===== config.mk =====
export PLATFORM = sky130hd
export DESIGN_NAME = chu_io_pwm_fade_core
export DESIGN_NICKNAME = d
export VERILOG_FILES = /design/src/rtl/chu_io_pwm_fade_core.sv
export SDC_FILE = /design/constraint.sdc
export NUM_CORES = 1
export LEC_CHECK = 0
export ABC_AREA = 1
export BUFFER_PORTS_ARGS = -buffer_cell sky130_fd_sc_hd__buf_2
export CAP_MARGIN = 20
export CORE_MARGIN = 1
export CORE_UTILIZATION = 40
export DETAILED_ROUTE_END_ITERATION = 6
export GPL_TIMING_DRIVEN = 0
export PLACE_DENSITY_LB_ADDON = 0.15
export SLEW_MARGIN = 40
export SYNTH_ARGS = -nofsm -noshare
export SYNTH_HDL_FRONTEND = slang
export SYNTH_SLANG_ARGS = --single-unit

===== constraint.sdc =====
create_clock -name clk -period 1.9 [get_ports clk]
set_input_delay 0.285 -clock clk [delete_from_list [all_inputs] [get_ports clk]]
set_output_delay 0.285 -clock clk [all_outputs]
set_load 0.01 [all_outputs]

===== src/rtl/chu_io_pwm_fade_core.sv =====
// MMIO slot core: W channels of glitch-free PWM, each ramping its current duty toward a software target.
// Optional build macro PWM_FADE_EN adds the fade engine (FADE register, step counter); without it duties load at each period boundary.
module chu_io_pwm_fade_core #(
    parameter int W = 8,
    parameter int R = 10
) (
    input  logic         clk,
    input  logic         reset,
    input  logic         cs,
    input  logic         read,
    input  logic         write,
    input  logic [4:0]   addr,
    input  logic [31:0]  wr_data,
    output logic [31:0]  rd_data,
    output logic [W-1:0] pwm
);
    localparam int IW = (W > 1) ? $clog2(W) : 1;
    localparam logic [R:0] DUTY_MAX = {1'b1, {R{1'b0}}};

    logic        wr_en;
    logic        rd_en;
    logic        wr_dvsr;
    logic        wr_ctrl;
    logic        wr_duty;
    logic        ctrl_off;
    logic [3:0]  duty_idx;
    logic [R:0]  duty_clamped;

    logic [31:0]  dvsr_reg;
    logic [31:0]  q_reg;
    logic         en_reg;
    logic [R-1:0] d_reg;
    logic         tick;
    logic         pb;
    logic         load_now;
    logic         step_now;

    logic [W-1:0] busy;
    logic [R:0]   cur_arr [W];

    assign wr_en    = cs & write;
    assign rd_en    = cs & read;
    assign wr_dvsr  = wr_en && (addr == 5'd0);
    assign wr_ctrl  = wr_en && (addr == 5'd1);
    assign wr_duty  = wr_en && addr[4];
    assign duty_idx = addr[3:0];
    // Disabling must silence pwm on the very next cycle, not one later.
    assign ctrl_off = wr_ctrl && !wr_data[0];

    assign duty_clamped = (wr_data > 32'(DUTY_MAX)) ? DUTY_MAX : wr_data[R:0];

    assign tick = en_reg && (q_reg == dvsr_reg);
    assign pb   = tick && (d_reg == '1);

    // Prescaler, period counter and control registers
    always_ff @(posedge clk) begin
        if (reset) begin
            dvsr_reg <= '0;
            en_reg   <= 1'b0;
            q_reg    <= '0;
            d_reg    <= '0;
        end else begin
            if (wr_dvsr)
                dvsr_reg <= wr_data;
            if (wr_ctrl)
                en_reg <= wr_data[0];

            if (!en_reg || wr_dvsr || tick)
                q_reg <= '0;
            else
                q_reg <= q_reg + 32'd1;

            if (!en_reg)
                d_reg <= '0;
            else if (tick)
                d_reg <= d_reg + 1'b1;
        end
    end

`ifdef PWM_FADE_EN
    logic        wr_fade;
    logic        fade_due;
    logic [15:0] fade_reg;
    logic [15:0] s_reg;

    assign wr_fade  = wr_en && (addr == 5'd2);
    assign fade_due = (s_reg == fade_reg - 16'd1);
    assign load_now = pb && (fade_reg == 16'd0);
    assign step_now = pb && (fade_reg != 16'd0) && fade_due;

    // Step counter: counts period boundaries between one-LSB fade steps
    always_ff @(posedge clk) begin
        if (reset) begin
            fade_reg <= '0;
            s_reg    <= '0;
        end else begin
            if (wr_fade)
                fade_reg <= wr_data[15:0];
            if (wr_fade)
                s_reg <= '0;
            else if (pb && (fade_reg != 16'd0))
                s_reg <= fade_due ? 16'd0 : s_reg + 16'd1;
        end
    end
`else
    assign load_now = pb;
    assign step_now = 1'b0;
`endif

    genvar gi;
    generate
        for (gi = 0; gi < W; gi++) begin : g_ch
            logic [R:0] tgt_reg;
            logic [R:0] cur_reg;
            logic       pwm_reg;
            logic       wr_this;

            assign wr_this = wr_duty && ({1'b0, duty_idx} == 5'(gi));

            // cur only moves at a period boundary, so a period is never cut short
            always_ff @(posedge clk) begin
                if (reset) begin
                    tgt_reg <= '0;
                    cur_reg <= '0;
                    pwm_reg <= 1'b0;
                end else begin
                    if (wr_this)
                        tgt_reg <= duty_clamped;

                    if (load_now)
                        cur_reg <= tgt_reg;
                    else if (step_now) begin
                        if (cur_reg < tgt_reg)
                            cur_reg <= cur_reg + 1'b1;
                        else if (cur_reg > tgt_reg)
                            cur_reg <= cur_reg - 1'b1;
                    end

                    if (en_reg && !ctrl_off)
                        pwm_reg <= (cur_reg > {1'b0, d_reg});
                    else
                        pwm_reg <= 1'b0;
                end
            end

            assign busy[gi]    = (cur_reg != tgt_reg);
            assign cur_arr[gi] = cur_reg;
            assign pwm[gi]     = pwm_reg;
        end
    endgenerate

    // Zero-wait-state read mux
    always_comb begin
        rd_data = '0;
        if (rd_en) begin
            case (addr)
                5'd0: rd_data = dvsr_reg;
                5'd1: rd_data[0] = en_reg;
`ifdef PWM_FADE_EN
                5'd2: rd_data[15:0] = fade_reg;
`endif
                5'd3: rd_data[W-1:0] = busy;
                default: begin
                    if (addr[4] && ({1'b0, duty_idx} < 5'(W)))
                        rd_data[R:0] = cur_arr[duty_idx[IW-1:0]];
                end
            endcase
        end
    end

endmodule


==> metrics.cfg, run 1 <==
[logic_synthesis]
synth_warnings=0
syn_nets=2070
synth_top_area_cell=dfxtp_1
ys_seq_area_share_pct=36.6
syn_area_um2=14200
avgSynthCellArea_um2=7.28
synth_top_area_share_pct=36.6
ys_types=40
synth-seq-cells=259
synth_area_leaders=dfxtp_1, nand2_1, a21oi_1, ha_1, xor2_1
postSynthCellCount=1946

[timing]
post-route-min-period_ns=2.35
final_hold_viol_count=0
skew_ns=0.0224
max_freq_mhz=426
worst_pin_slew_ns=0.981
slew_violations=0
setup_viol=101
rsz0062_at_grt=yes
fin_ws_ns=-0.447
max-slew-margin-rel_pct=34.6
period_share_pct=124

[clock_network]
clock_latency_ns=0.57
cts_buffer_depth=3
clock-sinks=259
cts_htree_levels=1
cts-buffers-inserted=29
tritoncts=yes
ctsRootBufferMaster=clkbuf_16
path_clk_slew_ns=0.06

[cells_and_area]
drive_gt1_share_pct=36.6
nNetsFinal=2316
syn_to_final_growth_pct=41.5
mostFrequentLayoutCells=nand2_1, a21oi_1, nand4_1, o21ai_0, dfxtp_1
fin_cells=2669
fin_area_um2=20100
layout_commonest_cell=nand2_1
fill_cells=3090

[run]
maxCapViolCount=0

[floorplan]
die_h_um=190
die_width_um=190
rows=68
core_area_um2=34700
pin_count=82
die-area_um2=36200
initial_core_util_pct=40.8

[global_route]
first_global_vias=14500
antenna_found_initial=1
grt_pass1_wl_mm=88.0
grt_usage_pct=32.2
grt_start_max_net_pins=15
grt-ovfl-total=0

[routing]
dr.first_iter.drc_count=1202
vias=15400
viasPerCell=5.78
dr.pass1.iters=5
postRouteAntennaNets=0
wl_mm=60.2
drc=0
wl_per_cell_um=22.6

[setup_path]
cp-end-kind=output port
crit_type=flop to output port
start_kind=flop
cp_max_fo=4
worstPathRequired_ns=1.62
critPathArrivalTime_ns=2.06

[placed_design]
numPortBuffers=80
dpl.hpwl_mm=42.5
place_inst=2496
placed_area_um2=15300
routabilityCongestion=0.998

[power_and_ir_drop]
cellLeakagePower_nw=8.24
peakVddDrop_mv=0.754
power.density_nw_per_um2=603

[outcome]
outcome=complete, but fails checks
violations=setup timing

[min_path]
hold_path.class=input pin to flop

[synth_stat cells]
master     instances
and2_1             3
a211oi_1           8
o41ai_1            2
xor2_1            99
nand3b_1           1
nor4_1            19
o22ai_1            2
clkbuf_1          90
nor2_1           101
nand3_2            1
nor3_1            67
a311oi_1           1
o21a_1             1
or2_1              1
o31ai_1            1
ha_1              82
a21oi_1          277
nor3_2             2
inv_2              9
nor2_2             2
o211ai_1           4
clkinv_1           2
nand4_1          133
a21o_1            10
or2_0              1
inv_1            119
buf_2              9
a22oi_1           16
nand2_1          392
nor2_4             1
xnor2_1           12
nand3_1           41
a31oi_1            8
nor3_4             1
o2111ai_1          2
dfxtp_1          259
buf_4             10
o21ai_0          149
or2_2              3
nor3b_1            5
[cell families after synthesis]
kind of cell               count (synthesis)  share of synthesized area (%)
buffers and inverters                    239                           6.67
xor gates and xnor gates                 111                           6.86
and+or+nand+nor                          774                           24.7
adders and majority gates                 82                           7.24
AOI/OAI and AO/OA                        481                           17.9
DFF                                      259                           36.6
[where the power goes]
part	switching (mW)	leakage (nW)	total, mW	internal [mW]
combinational	0.605	5.60	1.00	0.398
clock	2.37	0.468	5.70	3.33
sequential	0.0196	2.17	5.40	5.38
[through the flow]
step | util [%] | TNS (ns) | setup WS (ns) | hold WS, ns | total power, mW
floorplan | - | -0.0880 | -0.00445 | 0.420 | 5.92
global placement | 43.8 | -262.02 | -1.45 | 0.452 | 6.19
detailed placement | 44.2 | -195.01 | -0.975 | 0.463 | 6.19
CTS | 52.9 | -13.13 | -0.371 | 0.00410 | 12.1
global route | 57.8 | -25.55 | -0.516 | 0.0235 | 12.5
finish | 57.8 | -19.53 | -0.447 | 0.0190 | 12.1
[layout make-up]
| type | instances | area, µm² | share of cell area, % |
|---|---|---|---|
| Antenna cell | 1 | 2.50 | 0.0125 |
| Clock buffer | 37 | 786 | 3.92 |
| Clock inverter | 15 | 166 | 0.830 |
| Multi-Input combinational cell | 1448 | 9760 | 48.6 |
| Sequential cell | 259 | 5480 | 27.3 |
| Buffer | 107 | 832 | 4.15 |
| Timing Repair Buffer | 217 | 1930 | 9.60 |
| Tap cell | 455 | 569 | 2.84 |
| Inverter | 130 | 542 | 2.70 |
[per-layer routing]
layer	GRT usage [%]	vias up	part of all wire [%]
met5	0	-	0
met4	15.8	0	6.0
met3	5.61	179	7.2
met2	51.9	599	45
met1	41.5	7417	42
li1	-	7232	-
[worst paths after layout]
| check | endpoint | startpoint | cells after the start | slack (ns) |
|---|---|---|---|---|
| min | dvsr_reg[24] | wr_data[24] | 3 | 0.02 |
| min reg2reg | q_reg[0] | q_reg[0] | 1 | 0.45 |
| max reg2reg | g_ch[3].cur_reg[7] | q_reg[7] | 14 | -0.23 |
| max | rd_data[0] | g_ch[0].cur_reg[1] | 9 | -0.45 |
[what timing repair did]
| action | in CTS | in global routing |
|---|---|---|
| pin swaps | 134 | 126 |
| endpoints found under the hold margin | 3 | 0 |
| resized for setup | 391 | 418 |
| setup buffers | 68 | 36 |
| hold buffers | 3 | 0 |
| endpoints found under the setup margin | 227 | 177 |
| gates cloned | 16 | 3 |
[critical path, stage by stage (launching register included)]
cell     delay [ns]
dfxtp_4        0.43
xnor2_4        0.14
nand2_2        0.10
nor3_4         0.21
nand3_2        0.13
nand2_2        0.08
nand4_1        0.09
nand2_2        0.13
inv_2          0.08
buf_6          0.12
(Power assumes the default switching activity.)
==> run 2: changes to the inputs <==
--- a/config.mk
+++ b/config.mk
@@ -10,9 +10,10 @@
 export CAP_MARGIN = 20
 export CORE_MARGIN = 1
 export CORE_UTILIZATION = 40
+export CTS_BUF_LIST = sky130_fd_sc_hd__clkbuf_2
 export DETAILED_ROUTE_END_ITERATION = 6
 export GPL_TIMING_DRIVEN = 0
-export PLACE_DENSITY_LB_ADDON = 0.15
+export PLACE_DENSITY = 0.67
 export SLEW_MARGIN = 40
 export SYNTH_ARGS = -nofsm -noshare
 export SYNTH_HDL_FRONTEND = slang
==> metrics.cfg, run 2 (same netlist as run 1, synthesis figures left out) <==
[setup_path]
path_cells=xor2_1, nor4_2, nand3_1, nand2_2, a21oi_4, buf_2  ; was xnor2_4, nand2_2, nor3_4, nand3_2, nand2_2, nand4_1, nand2_2, inv_2, buf_6
cp-end-kind=output port  ; unchanged
r2r_setup_slack_ns=-0.30  ; was -0.23 ns
r2r_end=g_ch[0].cur_reg[9]  ; was g_ch[3].cur_reg[7]
slowest_delay_ns=0.39  ; was 0.43 ns
slowest_stage=dfxtp_1  ; was dfxtp_4
ff2ff_path_depth=11  ; was 14
cp_max_fo=4  ; unchanged
worstPathRequired_ns=1.62  ; about the same
reg2reg_from=d_reg[1]  ; was q_reg[7]
start_kind=flop  ; unchanged
critPathArrivalTime_ns=2.43  ; was 2.06 ns
crit_type=flop to output port  ; unchanged

[timing]
post-route-min-period_ns=2.72  ; was 2.35 ns
fin_ws_ns=-0.818  ; was -0.447 ns
max_freq_mhz=368  ; was 426 MHz
max-slew-margin-rel_pct=43.4  ; was 34.6%
rsz0062_at_grt=yes  ; unchanged
final_hold_viol_count=0  ; unchanged
slew_violations=0  ; unchanged
period_share_pct=143  ; was 124%
worst_pin_slew_ns=0.845  ; was 0.981 ns
skew_ns=0.110  ; was 0.0224 ns
setup_viol=124  ; was 101

[power_and_ir_drop]
power_frac_seq_pct=51.0  ; was 44.6%
cellLeakagePower_nw=8.50  ; was 8.24 nW
switching_share_pct=29.7  ; was 24.7%
finalPower_mw=10.6  ; was 12.1 mW
peakVddDrop_mv=0.408  ; was 0.754 mV
p_switching_mw=3.14  ; was 2.99 mW
power.internal_mw=7.45  ; was 9.11 mW
power_frac_comb_pct=8.6  ; was 8.3%
power.density_nw_per_um2=521  ; was 603 nW/µm²
clkPwrFrac_pct=40.3  ; was 47.1%

[cells_and_area]
nNetsFinal=2422  ; was 2316
utilization_pct=58.6  ; was 57.8%
mostFrequentLayoutCells=nand2_1, a21oi_1, o21ai_0  ; was nand2_1, a21oi_1, nand4_1, o21ai_0, dfxtp_1
syn_to_final_growth_pct=43.4  ; was 41.5%
layout_commonest_cell=nand2_1  ; unchanged
drive_gt1_share_pct=39.8  ; was 36.6%

[routing]
wl_per_cell_um=22.0  ; was 22.6 µm
postRouteAntennaNets=0  ; unchanged
dr.pass1.iters=6  ; was 5
vias=16500  ; was 15400
viasPerCell=5.86  ; was 5.78
drc=0  ; unchanged
wl_mm=62.0  ; was 60.2 mm
dr.first_iter.drc_count=1573  ; was 1202

[floorplan]
die_h_um=190  ; unchanged
initial_core_util_pct=40.8  ; unchanged
die_width_um=190  ; unchanged
die-area_um2=36200  ; unchanged
pin_count=82  ; unchanged
core_area_um2=34700  ; unchanged
rows=68  ; unchanged

[outcome]
outcome=complete, but fails checks  ; unchanged
violations=setup timing  ; unchanged

[min_path]
hold_path.class=input pin to flop  ; unchanged
hp-start=wr_data[20]  ; was wr_data[24]
hold-path-endpoint=g_ch[7].tgt_reg[4]  ; was dvsr_reg[24]
hold_depth=6  ; was 3

[global_route]
grt_usage_pct=32.6  ; was 32.2%
antenna_found_initial=3  ; was 1
grt_pass1_wl_mm=89.3  ; was 88.0 mm
grt-ovfl-total=0  ; unchanged
grt_start_max_net_pins=20  ; was 15
first_global_vias=15500  ; was 14500

[clock_network]
cts_buffer_depth=3  ; unchanged
path_clk_slew_ns=0.10  ; was 0.06 ns
clock-sinks=259  ; unchanged
cts-buffers-inserted=73  ; was 29
tritoncts=yes  ; unchanged
clock_latency_ns=1.00  ; was 0.57 ns
cts_htree_levels=3  ; was 1
ctsRootBufferMaster=clkbuf_2  ; was clkbuf_16

[placed_design]
place_ws_ns=-0.981  ; was -0.975 ns
routabilityCongestion=1.03  ; was 0.998
numPortBuffers=80  ; unchanged
dpl.hpwl_mm=41.1  ; was 42.5 mm

[run]
maxCapViolCount=0  ; unchanged

run 2: changes by cell type in the layout (fill, tap and decap cells not counted), sizes merged:
cell,change
clkbuf,+66
dlygate4sd3,+37
diode,+5
clkinv,+8
buf,+26
inv,+1
bufinv,-1
run 2: metrics by stage:
step           hold slack, ns  setup TNS [ns]  cell area (µm²)  std cells
2_1_floorplan           0.420         -0.0880            14200       1946
3_3_place_gp            0.451         -240.13            15200       2481
3_5_place_dp            0.457         -177.56            15300       2494
4_1_cts               0.00648          -27.01            18600       2745
5_1_grt                0.0118          -35.71            20300       2810
6_report               0.0230          -27.29            20300       2811
run 2: final cells by class:
class | instances | area (µm²)
fill | 2996 | 14400
multi-input combinational | 1448 | 9750
sequential | 259 | 5490
timing repair buffer | 282 | 2540
buffer | 104 | 763
tap | 455 | 569
inverter | 130 | 536
clock buffer | 104 | 520
clock inverter | 23 | 148
antenna | 6 | 15.0
run 2: what timing repair did:
action / 4_1_cts / 5_1_grt
pin swaps: 80 / 100
resized for setup: 485 / 341
gates cloned: 9 / 6
hold buffers: 40 / 0
hold endpoints to repair: 74 / 0
setup endpoints to repair: 168 / 248
buffers inserted: 76 / 67
run 2: critical path, delay by kind of cell, from the launching register on:
| family | cells | cell delay, ns |
|---|---|---|
| AO/OA/AOI/OAI | 1 | 0.08 |
| XOR/XNOR | 1 | 0.20 |
| buffers and inverters | 1 | 0.15 |
| flip-flops | 1 | 0.39 |
| AND/OR/NAND/NOR | 3 | 0.68 |
run 2: power by group through the flow:
| stage | sequential [mW] | combinational (mW) | clock (mW) |
|---|---|---|---|
| 2_1_floorplan | 5.58 | 0.339 | 0 |
| 6_report | 5.40 | 0.915 | 4.27 |
| 3_3_place_gp | 5.59 | 0.596 | 0 |
| 5_1_grt | 5.40 | 0.952 | 4.65 |
| 4_1_cts | 5.43 | 0.777 | 4.31 |
| 3_5_place_dp | 5.59 | 0.603 | 0 |
run 2: worst max-delay path by stage:
stage | slack [ns] | end | startpoint | cells past startpoint
floorplan | -0.004 | g_ch[0].cur_reg[1] | d_reg[0] | 10
global placement | -1.49 | g_ch[7].tgt_reg[10] | wr_data[24] | 7
detailed placement | -0.98 | g_ch[1].cur_reg[2] | d_reg[0] | 10
CTS | -0.75 | rd_data[7] | g_ch[7].cur_reg[1] | 6
global route | -0.92 | rd_data[3] | g_ch[3].cur_reg[1] | 6
finish | -0.82 | rd_data[5] | g_ch[5].cur_reg[0] | 6
run 2: layer usage:
metal	wire length (µm)	share of wire [%]	global-route usage, %	up-vias
li1	-	-	-	7510
met1	24600	40	40.6	7869
met2	27700	45	51.6	865
met3	5720	9.2	7.69	236
met4	3910	6.3	18.2	2
met5	8	0.013	0	-
